<file path="src/rtl/ram_1r1w_synch_param.sv">
// Single-clock 1R1W RAM with synchronous read and registered read-valid.
// After reset release it can zero the whole array before accepting traffic.
// It also has an optional write-first bypass, an optional extra output
// stage, and detection of out-of-range addresses for non-power-of-two depths.
module ram_1r1w_synch_param #(
    parameter int unsigned DATA_W        = 4,
    parameter int unsigned ADDR_W        = 3,
    parameter int unsigned DEPTH         = 8,
    parameter bit          OUT_REG       = 1'b0,
    parameter bit          BYPASS        = 1'b1,
    parameter bit          INIT_ON_RESET = 1'b1
) (
    input  logic              clk,
    input  logic              reset,
    input  logic              w_wr,
    input  logic [ADDR_W-1:0] w_addr,
    input  logic [DATA_W-1:0] w_din,
    input  logic              r_rd,
    input  logic [ADDR_W-1:0] r_addr,
    output logic [DATA_W-1:0] r_dout,
    output logic              r_valid,
    output logic              ready,
    output logic              addr_err
);

    // One extra bit so DEPTH == 2**ADDR_W is representable.
    localparam logic [ADDR_W:0]   DEPTH_X  = (ADDR_W + 1)'(DEPTH);
    localparam logic [ADDR_W-1:0] LAST_CNT = ADDR_W'(DEPTH - 1);

    typedef enum logic {
        StInit,
        StRun
    } state_e;

    logic [DATA_W-1:0] r_mem [DEPTH];

    state_e            r_state;
    state_e            w_state_nxt;
    logic [ADDR_W-1:0] r_init_cnt;
    logic [ADDR_W-1:0] w_init_cnt_nxt;

    logic              w_ready;
    logic              w_wr_inrng;
    logic              w_rd_inrng;
    logic              w_wr_ok;
    logic              w_rd_ok;

    logic              w_mem_we;
    logic [ADDR_W-1:0] w_mem_addr;
    logic [DATA_W-1:0] w_mem_din;
    logic [DATA_W-1:0] w_rd_word;

    logic              r_v1;
    logic [DATA_W-1:0] r_d1;
    logic              r_err;

    assign w_ready    = (r_state == StRun);
    assign w_wr_inrng = ({1'b0, w_addr} < DEPTH_X);
    assign w_rd_inrng = ({1'b0, r_addr} < DEPTH_X);
    // Strobes are dropped entirely while the init sequence is running.
    assign w_wr_ok    = w_wr && w_ready;
    assign w_rd_ok    = r_rd && w_ready;

    // State register and init counter.
    always_ff @(posedge clk or negedge reset) begin
        if (!reset) begin
            if (INIT_ON_RESET) begin
                r_state <= StInit;
            end else begin
                r_state <= StRun;
            end
            r_init_cnt <= '0;
        end else begin
            r_state    <= w_state_nxt;
            r_init_cnt <= w_init_cnt_nxt;
        end
    end

    // Next state and the single array write port, shared by init and user writes.
    always_comb begin
        w_state_nxt    = r_state;
        w_init_cnt_nxt = r_init_cnt;
        w_mem_we       = 1'b0;
        w_mem_addr     = w_addr;
        w_mem_din      = w_din;
        unique case (r_state)
            StInit: begin
                w_mem_we   = 1'b1;
                w_mem_addr = r_init_cnt;
                w_mem_din  = '0;
                if (r_init_cnt == LAST_CNT) begin
                    w_state_nxt    = StRun;
                    w_init_cnt_nxt = '0;
                end else begin
                    w_init_cnt_nxt = r_init_cnt + 1'b1;
                end
            end
            StRun: begin
                w_mem_we = w_wr_ok && w_wr_inrng;
            end
        endcase
    end

    // Storage array; deliberately not reset.
    always_ff @(posedge clk) begin
        if (w_mem_we) begin
            r_mem[w_mem_addr] <= w_mem_din;
        end
    end

    // Read word selection.
    // An out-of-range address reads as zero.
    // On a same-address collision, BYPASS picks the incoming write data.
    always_comb begin
        w_rd_word = '0;
        if (w_rd_inrng) begin
            w_rd_word = r_mem[r_addr];
            if (BYPASS && w_wr_ok && (w_addr == r_addr)) begin
                w_rd_word = w_din;
            end
        end
    end

    // First read stage plus the address error flag.
    // The data register holds its value when no read completes.
    always_ff @(posedge clk or negedge reset) begin
        if (!reset) begin
            r_v1  <= 1'b0;
            r_d1  <= '0;
            r_err <= 1'b0;
        end else begin
            r_v1 <= w_rd_ok;
            if (w_rd_ok) begin
                r_d1 <= w_rd_word;
            end
            // Both ports out of range on one edge still give a single pulse.
            r_err <= (w_wr_ok && !w_wr_inrng) || (w_rd_ok && !w_rd_inrng);
        end
    end

    if (OUT_REG) begin : g_out_reg
        logic              r_v2;
        logic [DATA_W-1:0] r_d2;

        // Optional second stage: same data and valid, one cycle later.
        always_ff @(posedge clk or negedge reset) begin
            if (!reset) begin
                r_v2 <= 1'b0;
                r_d2 <= '0;
            end else begin
                r_v2 <= r_v1;
                if (r_v1) begin
                    r_d2 <= r_d1;
                end
            end
        end

        assign r_valid = r_v2;
        assign r_dout  = r_d2;
    end else begin : g_no_out_reg
        assign r_valid = r_v1;
        assign r_dout  = r_d1;
    end

    assign ready    = w_ready;
    assign addr_err = r_err;

endmodule

</file>
<file path="config.mk">
export PLATFORM = sky130hd
export DESIGN_NAME = ram_1r1w_synch_param
export DESIGN_NICKNAME = d
export VERILOG_FILES = /design/src/rtl/ram_1r1w_synch_param.sv
export SDC_FILE = /design/constraint.sdc
export NUM_CORES = 1
export LEC_CHECK = 0
export CAP_MARGIN = 20
export CORE_MARGIN = 10
export CORE_UTILIZATION = 40
export CTS_CLUSTER_DIAMETER = 80
export DETAILED_ROUTE_END_ITERATION = 8
export DONT_BUFFER_PORTS = 1
export GPL_TIMING_DRIVEN = 1
export PLACE_DENSITY = 0.65
export SYNTH_ARGS = -nofsm -noshare
export SYNTH_HDL_FRONTEND = slang
export SYNTH_SLANG_ARGS = --single-unit
</file>
<file path="constraint.sdc">
create_clock -name clk -period 2.2 [get_ports clk]
set_input_delay 0.22 -clock clk [delete_from_list [all_inputs] [get_ports clk]]
set_output_delay 0.22 -clock clk [all_outputs]
set_load 0.05 [all_outputs]
</file>
---- Yosys cells after proc, flatten, opt, wreduce, memory -nomap -nowiden ----
Memories as Yosys holds them, arrays and structs flattened. A register that Yosys moved wholly into a read port is not among the register bits.
Index checks and enable logic that the tools add are counted.
storage, ports and cells
  register bits ........................... 5
  memory bits (writable) .................. 32
  bits of input ports ..................... 14
  output and inout port bits .............. 7
  logic and storage cells ................. 18
  memories ................................ 1
cells by class
  add/sub/neg operators ................... 1
  equality and inequality tests ........... 1
  multiplexer cells ....................... 8
  bitwise logic cells ..................... 1
  reduce and logical (&&, ||, !) cells .... 3
memory list
  name   words  width  rd ports  clocked after memory_dff  wr ports  RTL line  source
  r_mem  8      4      1         1                         1         35        logic [DATA_W-1:0] r_mem [DEPTH];
operators with widths
  operator               number
  $mux W3                2
  $mux W1                4
  $mux W4                1
  $add A3 B1 Y3 const B  1
  $eq A3 B3 Y1 const B   1
  $logic_and A1 B1 Y1    2
  $pmux W1 S2            1
  $logic_not A1 Y1       1
  $not A1 Y1             1

---- Logic depth before layout (Yosys ltp) ----
  depth after elaboration ................. 4
  depth in mapped cells ................... 6
  depth with buffers taken out ............ 5

---- Worst setup path after synthesis ----
OpenSTA, ideal clock, no wires.
  kind .................................... reg2reg
  start ................................... register r_state (netlist: ready)
  end ..................................... memory r_mem[5][0] (enable)
  library setup time ...................... 0.329 ns
  data arrival time ....................... 1.599 ns
  data required time ...................... 1.871 ns
  setup slack ............................. 0.272 ns
  stages on the path, launching flop included .. 5
  path buffers ............................ 2
  period minus slack after synthesis ...... 1.928 ns
  cell sequence ........................... dfrtp_1 -> buf_4 -> clkbuf_1 -> a31oi_1 -> nor2_1
between the ends
  word-level cells in the longest chain between the ends .. 4
  elaborated cells on any way between the ends .. 6
  classes of those cells .................. 4 x mux; 1 x bitwise; 1 x reduce/logical
RTL lines
  what                                               RTL line  source
  from (decl)                                        37        state_e r_state;
  from (signal assigned)                             68        r_state <= StInit;
  from (signal assigned)                             70        r_state <= StRun;
  from (signal assigned)                             74        r_state <= w_state_nxt;
  $logic_and A1 B1 Y1 or $not A1 Y1 (tied branches)  --
  $pmux W1 S2                                        86        unique case (r_state)
  $mux W1                                            106       if (w_mem_we) begin
  $mux W1 (implied by the code)                      107       r_mem[w_mem_addr] <= w_mem_din;
  to (decl)                                          35
Parallel ways exist; a longest one is shown, timed or not.

---- Worst setup path in the final report ----
  start ................................... register r_state (netlist: ready)
  end ..................................... register r_d1[0] (netlist: r_dout[0]), read port of r_mem
between the ends
  word-level cells in the longest chain between the ends .. 1
RTL lines
  what                 RTL line  source
  $logic_and A1 B1 Y1  62        assign w_rd_ok = r_rd && w_ready;
  to (decl)            54        logic [DATA_W-1:0] r_d1;
No other way between the ends.
A chain may end at the register's enable or synchronous reset.

==> results.cfg <==
[clocking]
cts_buffers = 5
ctsHoldBuffers = 1
h-tree-depth = 2
postCtsSetupBuffers = 0
cts-root-buf = clkbuf_8
worstSkewPairLatency_ps = 290
cts_resized = 0
cts.sinks = 41
clk_pin_slew_worst_paths_ps = 80
cts_tree = done
clk_path_buf_depth = 2

[min_path]
hold_depth = 1
min_from = w_din[2]
hold_class = in2reg
min_to = r_dout[2]

[logic_synthesis]
ys_seq_area_frac = 0.640
synth.area.top_cells = edfxtp_1 52%, dfrtp_1 12%, mux4_1 9.9%
yosysWarnings = 0
syn_area_um2 = 1850
synth_fp_nets = 136
ys_ff_latch = 41
syn-mean-instance-area_um2 = 15.5
synth_top_area_cell = edfxtp_1
yosys.area.top_type_share = 0.518
synthDistinctLibCells = 35
postSynthCellCount = 120

[placed_design]
dp_hpwl_um = 2560
dpl_cell_area_um2 = 1890
dp_slack_ps = 363
place_congestion = 0.769
port_buffers = 0

[job]
drv_cap = 0

[pwr]
vdd_ir_drop_max_mv = 0.503
pwr-share-seq = 0.604
power_density_nw_per_um2 = 746
clockPowerShare = 0.338
p_leak_nw = 0.739
p_sw_mw = 0.368
p_sw_frac = 0.247
p_int_mw = 1.12
finalPower_mw = 1.49
p_comb_frac = 0.059

[critical_path]
cp_max_fo = 8
r2r_start = ready
cp_slowest_cell = or4_1
rrSetupSlack_ps = 360
r2r_end = r_dout[0]
cp-start-kind = flop
end_kind = flop
crit_path_cell_trace = mux2i_1 -> xnor2_1 -> nor3_2 -> or4_1 -> a21oi_1
critical_path_class = reg2reg
crit_arrival_ps = 2060
r2r_cells = 5
required_ps = 2420
slowest_delay_ps = 550

[sta]
fin_crit_sh = 0.835
hold_slack_ps = 66.9
fin_setup_tns_ps = 0
fin_skew_ps = 6.44
timing.final.max_slew_violations = 0
setup_viol = 0
period_needed_ps = 1840
hold_viol_final = 0
rsz0062_at_grt = no
fmax_mhz = 544
layout_setup_ws_ps = 363

[floorplanning]
rows = 24
initial_utilization = 0.420
boundaryPins = 21
dieHeight_um = 88.1
coreArea_um2 = 4410
die-area_um2 = 7760
fp.dieW_um = 88.1

[routing]
ant_nets = 0
avgViaCountPerCell = 5.52
wl_per_cell_um = 19.3
first_pass_iters = 4
route.detailed.drc = 0
wl_um = 3420
initialDrtViolationCount = 65
vias = 977

[global_route]
antenna_found_initial = 0
grt_max_degree = 17
grt_pass1_wl_um = 5510
overflow = 0
grt_pass1_vias = 1006
grt_usage = 0.0947

[cells_and_area]
area_delta_synth_final_pct = 7.62
final_area_um2 = 2000
nets = 140
insertedDiodeCount = 0
final_layout_size_suffix_gt1_frac = 0.136

[status]
status = finished clean
==> worst max path at each step <==
stage / start / endpoint / slack, ps
after global placement: ready / r_dout[0] / 470
after detailed placement: ready / r_dout[0] / 360
after CTS: ready / r_dout[0] / 340
final: ready / r_dout[0] / 360
after global routing: ready / r_dout[3] / 220
after floorplan: ready / r_mem[5][0] / 270
==> placed cells by master, fill, tap and decap left out, types with 4 or more instances in the layout <==
cell type,netlist,routed
mux2i_1,5,5
nand2_1,4,4
nor2_1,14,14
edfxtp_1,32,32
clkbuf_8,0,5
mux4_1,7,7
dfrtp_1,9,9
and2_1,4,4
==> flip-flops by register name (all words and copies together), names as in the netlist <==
name and flops:
r_dout 4, r_init_cnt 3, r_mem 32, r_valid 1
ready 1
==> through the flow <==
step	util	instances
2_1_floorplan	-	120
6_report	0.452	177
3_5_place_dp	0.429	168
4_1_cts	0.452	177
3_3_place_gp	0.429	168
5_1_grt	0.452	177
==> cells in the mapped netlist, drive strengths merged <==
cell / number
edfxtp: 32
nor2: 14
dfrtp: 9
mux4: 7
buf: 5
mux2i: 5
and2: 4
nand2: 4
nor3: 4
a21oi: 3
a221o: 3
inv: 3
mux2: 3
a32oi: 2
and2b: 2
ha: 2
nor2b: 2
o22a: 2
xnor2: 2
xor2: 2
a2111oi: 1
a22oi: 1
a31oi: 1
and3: 1
clkbuf: 1
conb: 1
nor3b: 1
o21ai: 1
or2: 1
or4: 1
==> routing by layer <==
layer	track usage	part of all wire	vias up
met3	0.0474	0.087	2
li1	-	-	467
met4	0.0214	0.0041	0
met2	0.142	0.46	23
met1	0.120	0.45	485
met5	0	0	-
==> logic make-up after synthesis <==
logic type / after synthesis / share of synthesized area
buffers and inverters: 9 / 0.0290
DFF: 41 / 0.640
and+or+nand+nor: 34 / 0.0938
other: 1 / 0.00202
xor gates and xnor gates: 4 / 0.0189
AOI/OAI and AO/OA: 14 / 0.0587
adders and majority gates: 2 / 0.0135
muxes: 15 / 0.144
==> cell type report <==
type	count	area, µm²
fillers	389	2420
clock inverters	3	25.0
multi-input cells	70	614
repair buffers	3	25.0
flip-flops and latches	41	1190
inverters	3	11.3
clock buffers	5	68.8
well taps	52	65.1
==> power by group through the flow <==
stage / logic [mW] / clock network [mW] / registers [mW]
after floorplan: 0.0796 / 0 / 0.913
after global placement: 0.0820 / 0 / 0.917
after detailed placement: 0.0838 / 0 / 0.917
after CTS: 0.0884 / 0.518 / 0.899
after global routing: 0.0983 / 0.564 / 0.901
final: 0.0875 / 0.503 / 0.899
==> critical path, delay by kind of cell (launching register included) <==
family	cells	cell delay, ps
mux	1	290
compound gates	1	140
xor+xnor	1	180
simple gates	2	660
flops	1	500
Power figures use the tool's default switching activity.
==> edit (same settings) <==
The output `addr_err` loses its register stage (`r_err` becomes a continuous assignment).
--- a/src/rtl/ram_1r1w_synch_param.sv
+++ b/src/rtl/ram_1r1w_synch_param.sv
@@ -129,3 +129,2 @@
             r_d1  <= '0;
-            r_err <= 1'b0;
         end else begin
@@ -136,5 +135,6 @@
             // Both ports out of range on one edge still give a single pulse.
-            r_err <= (w_wr_ok && !w_wr_inrng) || (w_rd_ok && !w_rd_inrng);
         end
     end
+
+    assign r_err = (w_wr_ok && !w_wr_inrng) || (w_rd_ok && !w_rd_inrng);
 
Behaviour: unchanged (Yosys induction, for registers that start in step).
==> edit against the original RTL <==
Clock skew is 0.0028 ns lower; total power rose by 5.7%; cell area is 0.13% higher; synthesized area is 0.13% lower; sequential power about the same; worst setup slack better by 0.043 ns; sequential cell count is the same; routed wire length increased by 2.3%; critical endpoint is now r_dout[1]; largest cell class unchanged.
==> edit: results (changes against the original RTL) <==
GRT
  • Vias in the first global route: 1022 (was 1006)
  • GR Layer Usage met1: 10.6% (was 12.0%)

Final layout
  • Final core occ: 45.3% (was 45.2%)
  • Post-Layout Cell Count: 183 (was 177)
  • Layout cells sized above 1: 16.0% (was 13.6%)

Logic synthesis
  • Sequential share of the synthesized area: 64.1% (was 64.0%)
  • Number of distinct library cells after synthesis: 34 (was 35)
  • Area contributors post-synth: edfxtp_1, dfrtp_1, mux4_2 (was edfxtp_1, dfrtp_1, mux4_1)
  • Area share of fa/ha/maj cells after synthesis: 1.35% (about the same)
  • List of most frequent post-synthesis cells: edfxtp_1, nor2_1, dfrtp_1 (unchanged)
  • Syn_area_per_cell: 14.6 sq um (was 15.5 sq um)
  • Synth Area in Compound Gates: 7.09% (was 5.87%)
  • Xor/xnor cell area share of the yosys netlist: 1.89% (about the same)
  • Mux cell area share after synthesis: 10.7% (was 14.4%)

Routing
  • Initial DRC count: 118 (was 65)
  • Avg WL per Cell: 19.1 microns (was 19.3 microns)
  • Met1 WL: 1490 microns (was 1550 microns)

Power and ir drop
  • Clk network pwr share: 37.1% (was 33.8%)
  • Sw Pwr: 0.347 mW (was 0.368 mW)
  • VDD IR max: 235 uV (was 503 uV)
  • Int Pwr: 1.23 mW (was 1.12 mW)
  • P_leak: 0.714 nW (was 0.739 nW)

Critical path
  • Worst EP arrival: 2.01 ns (was 2.06 ns)
  • Critical path's largest stage delay: 0.52 ns (was 0.55 ns)

Place
  • Hpwl dp: 2560 microns (about the same)
  • Gpl congestion: 0.781 (was 0.769)
  • Placed Cells incl. Taps: 174 (was 168)
  • Pre-CTS setup slack: 0.424 ns (was 0.363 ns)

Status
  • Status: completed (unchanged)
[edit: worst paths after layout]
check | endpoint | slack (ns) | cells after the start
max in group asynchronous | ready | 1.65 | 1
min in group asynchronous | r_dout[0] | 0.28 | 1
setup / recovery | r_dout[1] | 0.41 | 5
hold / removal | r_dout[2] | 0.07 | 1
hold reg to reg | r_init_cnt[0] | 0.62 | 1
setup reg to reg | r_dout[1] | 0.41 | 5
[edit: cell type report]
class / instances / area share, %
Sequential cell: 41 / 59.4
Multi-Input combinational cell: 76 / 30.1
Clock buffer: 5 / 3.44
Tap cell: 52 / 3.26
Clock inverter: 3 / 2.07
Timing Repair Buffer: 3 / 1.25
Inverter: 3 / 0.564
[edit: timing repair]
item / 4_1_cts / 5_1_grt
hold buffers: 1 / 0
hold endpoints to repair: 9 / 0
endpoints found under the setup margin: 0 / 0
